**config.mk**
```make
export PLATFORM = sky130hd
export DESIGN_NAME = regfile_wr_arbiter_flat
export DESIGN_NICKNAME = d
export VERILOG_FILES = /design/src/rtl/regfile_wr_arbiter_if.sv /design/src/rtl/regfile_wr_arbiter.sv /design/src/flat_wrapper.sv
export SDC_FILE = /design/constraint.sdc
export NUM_CORES = 1
export LEC_CHECK = 0
export CORE_UTILIZATION = 44
export CTS_CLUSTER_DIAMETER = 200
export DETAILED_ROUTE_END_ITERATION = 12
export HOLD_SLACK_MARGIN = 0.06
export PLACE_DENSITY = 0.85
export SLEW_MARGIN = 20
export SYNTH_ARGS = -nofsm -noshare
export SYNTH_HDL_FRONTEND = slang
export SYNTH_SLANG_ARGS = --single-unit
```
**constraint.sdc**
```tcl
create_clock -name Clk -period 7.4 [get_ports Clk]
set_clock_uncertainty 0.15 [all_clocks]
set_input_delay 1.48 -clock Clk [delete_from_list [all_inputs] [get_ports Clk]]
set_output_delay 1.48 -clock Clk [all_outputs]
set_load 0.01 [all_outputs]
```
**src/rtl/regfile_wr_arbiter_if.sv**
```systemverilog
// Write-request bus between the register-bank writers and the write-port arbiter.
// The master side is the set of requesters. The slave side is the arbiter, which drives the bank enables and data.
interface regfile_wr_arbiter_if #(
  parameter int NREQ = 3,
  parameter int NREG = 8,
  parameter int DW   = 8,
  parameter int AW   = 3
);
  logic [NREQ-1:0]    Req;
  logic [NREQ*AW-1:0] ReqAddr;
  logic [NREQ*DW-1:0] ReqData;
  logic [NREQ-1:0]    Gnt;
  logic [NREG-1:0]    WrEn;
  logic [DW-1:0]      WrData;
  logic               ErrAddr;

  modport master (
    output Req, ReqAddr, ReqData,
    input  Gnt, WrEn, WrData, ErrAddr
  );

  modport slave (
    input  Req, ReqAddr, ReqData,
    output Gnt, WrEn, WrData, ErrAddr
  );
endinterface

```
**src/rtl/regfile_wr_arbiter.sv**
```systemverilog
// Round-robin arbiter for the register bank's single write port. Its outputs are registered on posedge for negedge capture.
// Define RFARB_ZERO_REG_EN to hardwire register 0 to zero, which never enables WrEn[0].
module regfile_wr_arbiter #(
  parameter int NREQ = 3,
  parameter int NREG = 8,
  parameter int DW   = 8,
  parameter int AW   = 3
) (
  input  logic                  Clk,
  input  logic                  Rst,
  input  logic                  Cen,
  regfile_wr_arbiter_if.slave   bus
);

  localparam int PW = (NREQ > 1) ? $clog2(NREQ) : 1;

  localparam logic [0:0] IDLE  = 1'b0;
  localparam logic [0:0] GRANT = 1'b1;

`ifdef RFARB_ZERO_REG_EN
  localparam bit ZeroRegEn = 1'b1;
`else
  localparam bit ZeroRegEn = 1'b0;
`endif

  logic [0:0]      state_q, state_d;
  logic [PW-1:0]   ptr_q, ptr_d;
  logic [PW-1:0]   last_q, last_d;
  logic [NREQ-1:0] gnt_q, gnt_d;
  logic [NREG-1:0] wr_en_q, wr_en_d;
  logic [DW-1:0]   wr_data_q, wr_data_d;
  logic            err_q, err_d;

  logic [NREQ-1:0] elig;
  logic            win_found;
  logic [PW-1:0]   win_idx;
  logic [AW-1:0]   win_addr;
  logic [DW-1:0]   win_data;
  logic [NREG-1:0] win_dec;
  logic            win_oor;

  // Arbitration: mask last winner while it drops Req, then search from ptr.
  // NOTE: every always_comb output gets a default first so no latch is inferred.
  always_comb begin
    elig = bus.Req;
    if (state_q == GRANT) elig[last_q] = 1'b0;

    win_found = 1'b0;
    win_idx   = '0;
    for (int i = 0; i < NREQ; i++) begin
      if (!win_found && elig[(int'(ptr_q) + i) % NREQ]) begin
        win_found = 1'b1;
        win_idx   = PW'((int'(ptr_q) + i) % NREQ);
      end
    end

    win_addr = bus.ReqAddr[int'(win_idx)*AW +: AW];
    win_data = bus.ReqData[int'(win_idx)*DW +: DW];
    win_oor  = (int'(win_addr) >= NREG);

    win_dec = '0;
    for (int j = 0; j < NREG; j++) begin
      win_dec[j] = (int'(win_addr) == j);
    end
    if (ZeroRegEn) win_dec[0] = 1'b0;
  end

  always_comb begin
    state_d   = state_q;
    ptr_d     = ptr_q;
    last_d    = last_q;
    gnt_d     = gnt_q;
    wr_en_d   = wr_en_q;
    wr_data_d = wr_data_q;
    err_d     = err_q;

    if (Cen) begin
      if (win_found) begin
        state_d   = GRANT;
        ptr_d     = PW'((int'(win_idx) + 1) % NREQ);
        last_d    = win_idx;
        gnt_d     = NREQ'(1) << win_idx;
        wr_en_d   = win_dec;
        wr_data_d = win_data;
        err_d     = err_q | win_oor;
      end else begin
        state_d = IDLE;
        gnt_d   = '0;
        wr_en_d = '0;
      end
    end
  end

  // Rst is synchronous and takes priority over Cen, so it kills an in-flight grant.
  // NOTE: sequential state uses non-blocking assignments only.
  always_ff @(posedge Clk) begin
    if (Rst) begin
      state_q   <= IDLE;
      ptr_q     <= '0;
      last_q    <= '0;
      gnt_q     <= '0;
      wr_en_q   <= '0;
      wr_data_q <= '0;
      err_q     <= 1'b0;
    end else begin
      state_q   <= state_d;
      ptr_q     <= ptr_d;
      last_q    <= last_d;
      gnt_q     <= gnt_d;
      wr_en_q   <= wr_en_d;
      wr_data_q <= wr_data_d;
      err_q     <= err_d;
    end
  end

  assign bus.Gnt     = gnt_q;
  assign bus.WrEn    = wr_en_q;
  assign bus.WrData  = wr_data_q;
  assign bus.ErrAddr = err_q;

endmodule

```
**src/flat_wrapper.sv**
```systemverilog
// flat-port wrapper written by rule: the top's interface ports become plain ports
module regfile_wr_arbiter_flat 
#(
  parameter int NREQ = 3,
  parameter int NREG = 8,
  parameter int DW   = 8,
  parameter int AW   = 3
)
  (Clk, Rst, Cen, bus_Req, bus_ReqAddr, bus_ReqData, bus_Gnt, bus_WrEn, bus_WrData, bus_ErrAddr);
  regfile_wr_arbiter_if #(.NREQ(NREQ), .NREG(NREG), .DW(DW), .AW(AW)) bus_i ();
  input  logic Clk;
  input  logic Rst;
  input  logic Cen;
  input wire logic [$bits(bus_i.Req)-1:0] bus_Req;
  input wire logic [$bits(bus_i.ReqAddr)-1:0] bus_ReqAddr;
  input wire logic [$bits(bus_i.ReqData)-1:0] bus_ReqData;
  output wire logic [$bits(bus_i.Gnt)-1:0] bus_Gnt;
  output wire logic [$bits(bus_i.WrEn)-1:0] bus_WrEn;
  output wire logic [$bits(bus_i.WrData)-1:0] bus_WrData;
  output wire logic [$bits(bus_i.ErrAddr)-1:0] bus_ErrAddr;
  assign bus_i.Req = bus_Req;
  assign bus_i.ReqAddr = bus_ReqAddr;
  assign bus_i.ReqData = bus_ReqData;
  assign bus_Gnt = bus_i.Gnt;
  assign bus_WrEn = bus_i.WrEn;
  assign bus_WrData = bus_i.WrData;
  assign bus_ErrAddr = bus_i.ErrAddr;
  regfile_wr_arbiter #(.NREQ(NREQ), .NREG(NREG), .DW(DW), .AW(AW)) u_core (.Clk(Clk), .Rst(Rst), .Cen(Cen), .bus(bus_i));
endmodule
```
==> run metrics <==
outcome complete, no violations; PD cells 200 mW/mm²; design internal power 249 µW; Global Route Usage Sum 0.225; worst setup path endpoint u_core.bus.WrEn[4]; setup repair after global routing missed its margin false; total number of nets in the final design 237; share of synthesized flip-flops with an asynchronous set or reset 0; cell type contributing the most total cell area after synthesis sky130_fd_sc_hd__dfxtp_1; largest net degree at the start of global routing 21; TritonCTS Buffers 3; Critical Path Start Type input pin; residual DRC count 0; slowest stage delay, CP 580 ps; synthesized instance count 141; worst min path class flip-flop to flip-flop; effective utilization at floorplan 0.461; dominant register cell in the synthesized netlist sky130_fd_sc_hd__dfxtp_1; cell at the slowest stage of the critical path sky130_fd_sc_hd__clkdlybuf4s50_1; post-synthesis sequential element count 24; TritonCTS clock tree yes; sequential share of the synthesized area 0.378; count of nets left with antenna violations after detail routing 0; overall via count from detail_route 1338; clock latency reported for the late side of the worst-skew pair 310 ps; actual slew at the worst max-slew pin 619 ps; maximum VDD drop 0.138 mV; number of synthesized flops with an enable pin 0; clock tree sinks 24; Hold Vio Cnt, Final 0; CTS H-tree depth 1; count of endpoints failing setup in the final report 0; number of detailed-route iterations in the first pass 4; Row Count 19; wire length per cell 15.1 µm; clock-pin slew on the worst setup and hold paths 130 ps; global-route wire length before repair 5580 µm; FF-to-FF Start u_core.ptr_q[0]; net count after synthesis 182; Die H 55.8 µm; global route total overflow 0; diode count 0; required time of the critical path 7520 ps; list of cells traversed by the critical path clkdlybuf4s50_1 -> nor2b_1 -> a21boi_0 -> o211a_4 -> a21oi_2 -> a221o_1 -> a32o_1; depth of the worst register-to-register path 8; average footprint of a synthesized cell 9.02 µm²; share of the synthesized area in the top cell type 0.378; most instantiated library cell after synthesis sky130_fd_sc_hd__dfxtp_1; x dimension of the die 55.8 µm; beginning of the critical path bus_Req[1]; number of global-route vias before repair 1246; initial antenna violation count 0; post-route setup TNS 0 ps; number of buffers and inverters on the critical path 1; die area 0.00311 mm²; min cycle time layout 3610 ps; largest cells by area after synthesis sky130_fd_sc_hd__dfxtp_1 (38%), sky130_fd_sc_hd__a32o_1 (7.1%), sky130_fd_sc_hd__nand2_1 (6.2%); Yosys warning count 0; Netlist Area Pre-Place 0.00127 mm²; share of post-route cells with drive strength above 1 0.0615; synth-to-layout area growth 47.4%; final period utilization 0.487; placed wire-length estimate 2610 µm; switching component of the power 126 µW; WP depth 7; Slew headroom 0.587; sequential share of power 0.411; leak pwr 0.686 nW; nature of the critical path endpoint flip-flop; critical path's top delay family compound AO/OA/AOI/OAI gates; worst hold path cell count 2; initial drt markers 39; non-filler instance count after layout 226; Data arrival, critical path 3720 ps; Placeable Area 0.00276 mm²; Critical Setup Path Class input pin to flip-flop; DP Cell Count 222; I/O Pins 59; number of vias per cell after detailed routing 5.92; count of cell types in the netlist 39; final-layout worst hold slack 324 ps; logic gate share of total power 0.406; total wire length after detailed routing 3410 µm; setup bufs post-CTS 0; weighted congestion at the end of routability-driven global placement 0.920; proportion of power drawn by the clock network 0.183; library cell used as clock root buffer sky130_fd_sc_hd__clkbuf_4; Port Buffer Count 57; Longest Clk Path Bufs 2; flop-to-flop setup slack 4590 ps; Post-CTS Hold Fix Bufs 0; ranking of synthesized cells by instance count sky130_fd_sc_hd__dfxtp_1 (24), sky130_fd_sc_hd__nand2_1 (21), sky130_fd_sc_hd__a21oi_1 (10), sky130_fd_sc_hd__a31oi_1 (9), sky130_fd_sc_hd__a32o_1 (9); Maximum Capacitance Violations 0; maximum clock frequency 277 MHz; worst-path maximum fanout 14; Crit Reg-Reg Endpoint u_core.bus.WrEn[4]; max-slew violation total from the final report 0; # resized after CTS 0; switching power share of the total 0.336
==> worst reg2reg max path: cells and delay by family, from the launching register on <==
| family | cells | cell delay, ps |
|---|---|---|
| AO/OA/AOI/OAI | 5 | 1590 |
| adder cells (fa/ha/maj) | 1 | 330 |
| buffers and inverters | 1 | 50 |
| flip-flops | 1 | 370 |
| AND/OR/NAND/NOR | 1 | 240 |
==> cells by family after synthesis <==
logic type | count (synthesis) | synth area share
AO/OA/AOI/OAI | 59 | 0.375
adder cells (fa/ha/maj) | 3 | 0.0276
buffers and inverters | 13 | 0.0512
flip-flops | 24 | 0.378
other | 1 | 0.00295
AND/OR/NAND/NOR | 41 | 0.165
==> power groups by stage <==
stage / combinational [mW] / sequential, mW / clock [mW]
3_5_place_dp: 0.151 / 0.157 / 0
5_1_grt: 0.165 / 0.156 / 0.0742
6_report: 0.152 / 0.154 / 0.0685
3_3_place_gp: 0.147 / 0.156 / 0
2_1_floorplan: 0.0894 / 0.161 / 0
4_1_cts: 0.152 / 0.154 / 0.0698
==> metrics by stage <==
step | util | cell area (µm²) | total power [mW] | setup WS (ps)
2_1_floorplan | - | 1270 | 0.250 | 4260
3_3_place_gp | 0.667 | 1840 | 0.303 | 3560
3_5_place_dp | 0.667 | 1840 | 0.308 | 3460
4_1_cts | 0.680 | 1870 | 0.376 | 3810
5_1_grt | 0.680 | 1870 | 0.396 | 3690
6_report | 0.680 | 1870 | 0.375 | 3790
==> registers in the layout (all words and copies together) (netlist names) <==
| signal | cells |
|---|---|
| u_core.bus.WrData | 8 |
| u_core.bus.Gnt | 3 |
| u_core.last_q | 2 |
| u_core.bus.WrEn | 8 |
| u_core.ptr_q | 2 |
| u_core.state_q | 1 |
==> placed cells by master (no fill, tap or decap), types with 3 or more instances in the layout <==
cell                              netlist  layout
sky130_fd_sc_hd__inv_1                  6       6
sky130_fd_sc_hd__a32o_1                 9       9
sky130_fd_sc_hd__o21ai_0                8       8
sky130_fd_sc_hd__nand2_1               21      21
sky130_fd_sc_hd__and2_1                 3       3
sky130_fd_sc_hd__clkbuf_4               0       3
sky130_fd_sc_hd__dfxtp_1               24      24
sky130_fd_sc_hd__clkdlybuf4s50_1        0      57
sky130_fd_sc_hd__a21oi_1               10      10
sky130_fd_sc_hd__a22oi_1                8       8
sky130_fd_sc_hd__nor2_1                 4       4
sky130_fd_sc_hd__a31oi_1                9       9
==> how the worst min path moves through the flow <==
stage | start | endpoint
after global routing | u_core.bus.Gnt[2] | u_core.bus.Gnt[2]
after global placement | u_core.bus.Gnt[2] | u_core.bus.Gnt[2]
after floorplan | u_core.ptr_q[1] | u_core.ptr_q[1]
final | u_core.bus.Gnt[2] | u_core.bus.Gnt[2]
after detailed placement | u_core.bus.WrEn[3] | u_core.bus.WrEn[3]
after CTS | u_core.bus.Gnt[2] | u_core.bus.Gnt[2]
==> layout make-up <==
class                      count  area (µm²)
clock buffer                   4        36.3
fill                         209         883
inverter                       6        22.5
multi-input combinational    104         726
sequential                    24         480
tap                           31        38.8
timing repair buffer          57         571
==> routing by layer <==
metal / GRT usage / wire, µm / vias to the layer above
li1: - / - / 653
met1: 0.284 / 1490 / 614
met2: 0.382 / 1620 / 62
met3: 0.0349 / 248 / 9
met4: 0.0929 / 59 / 0
met5: 0 / 0 / -
Power figures use the tool's default switching activity.
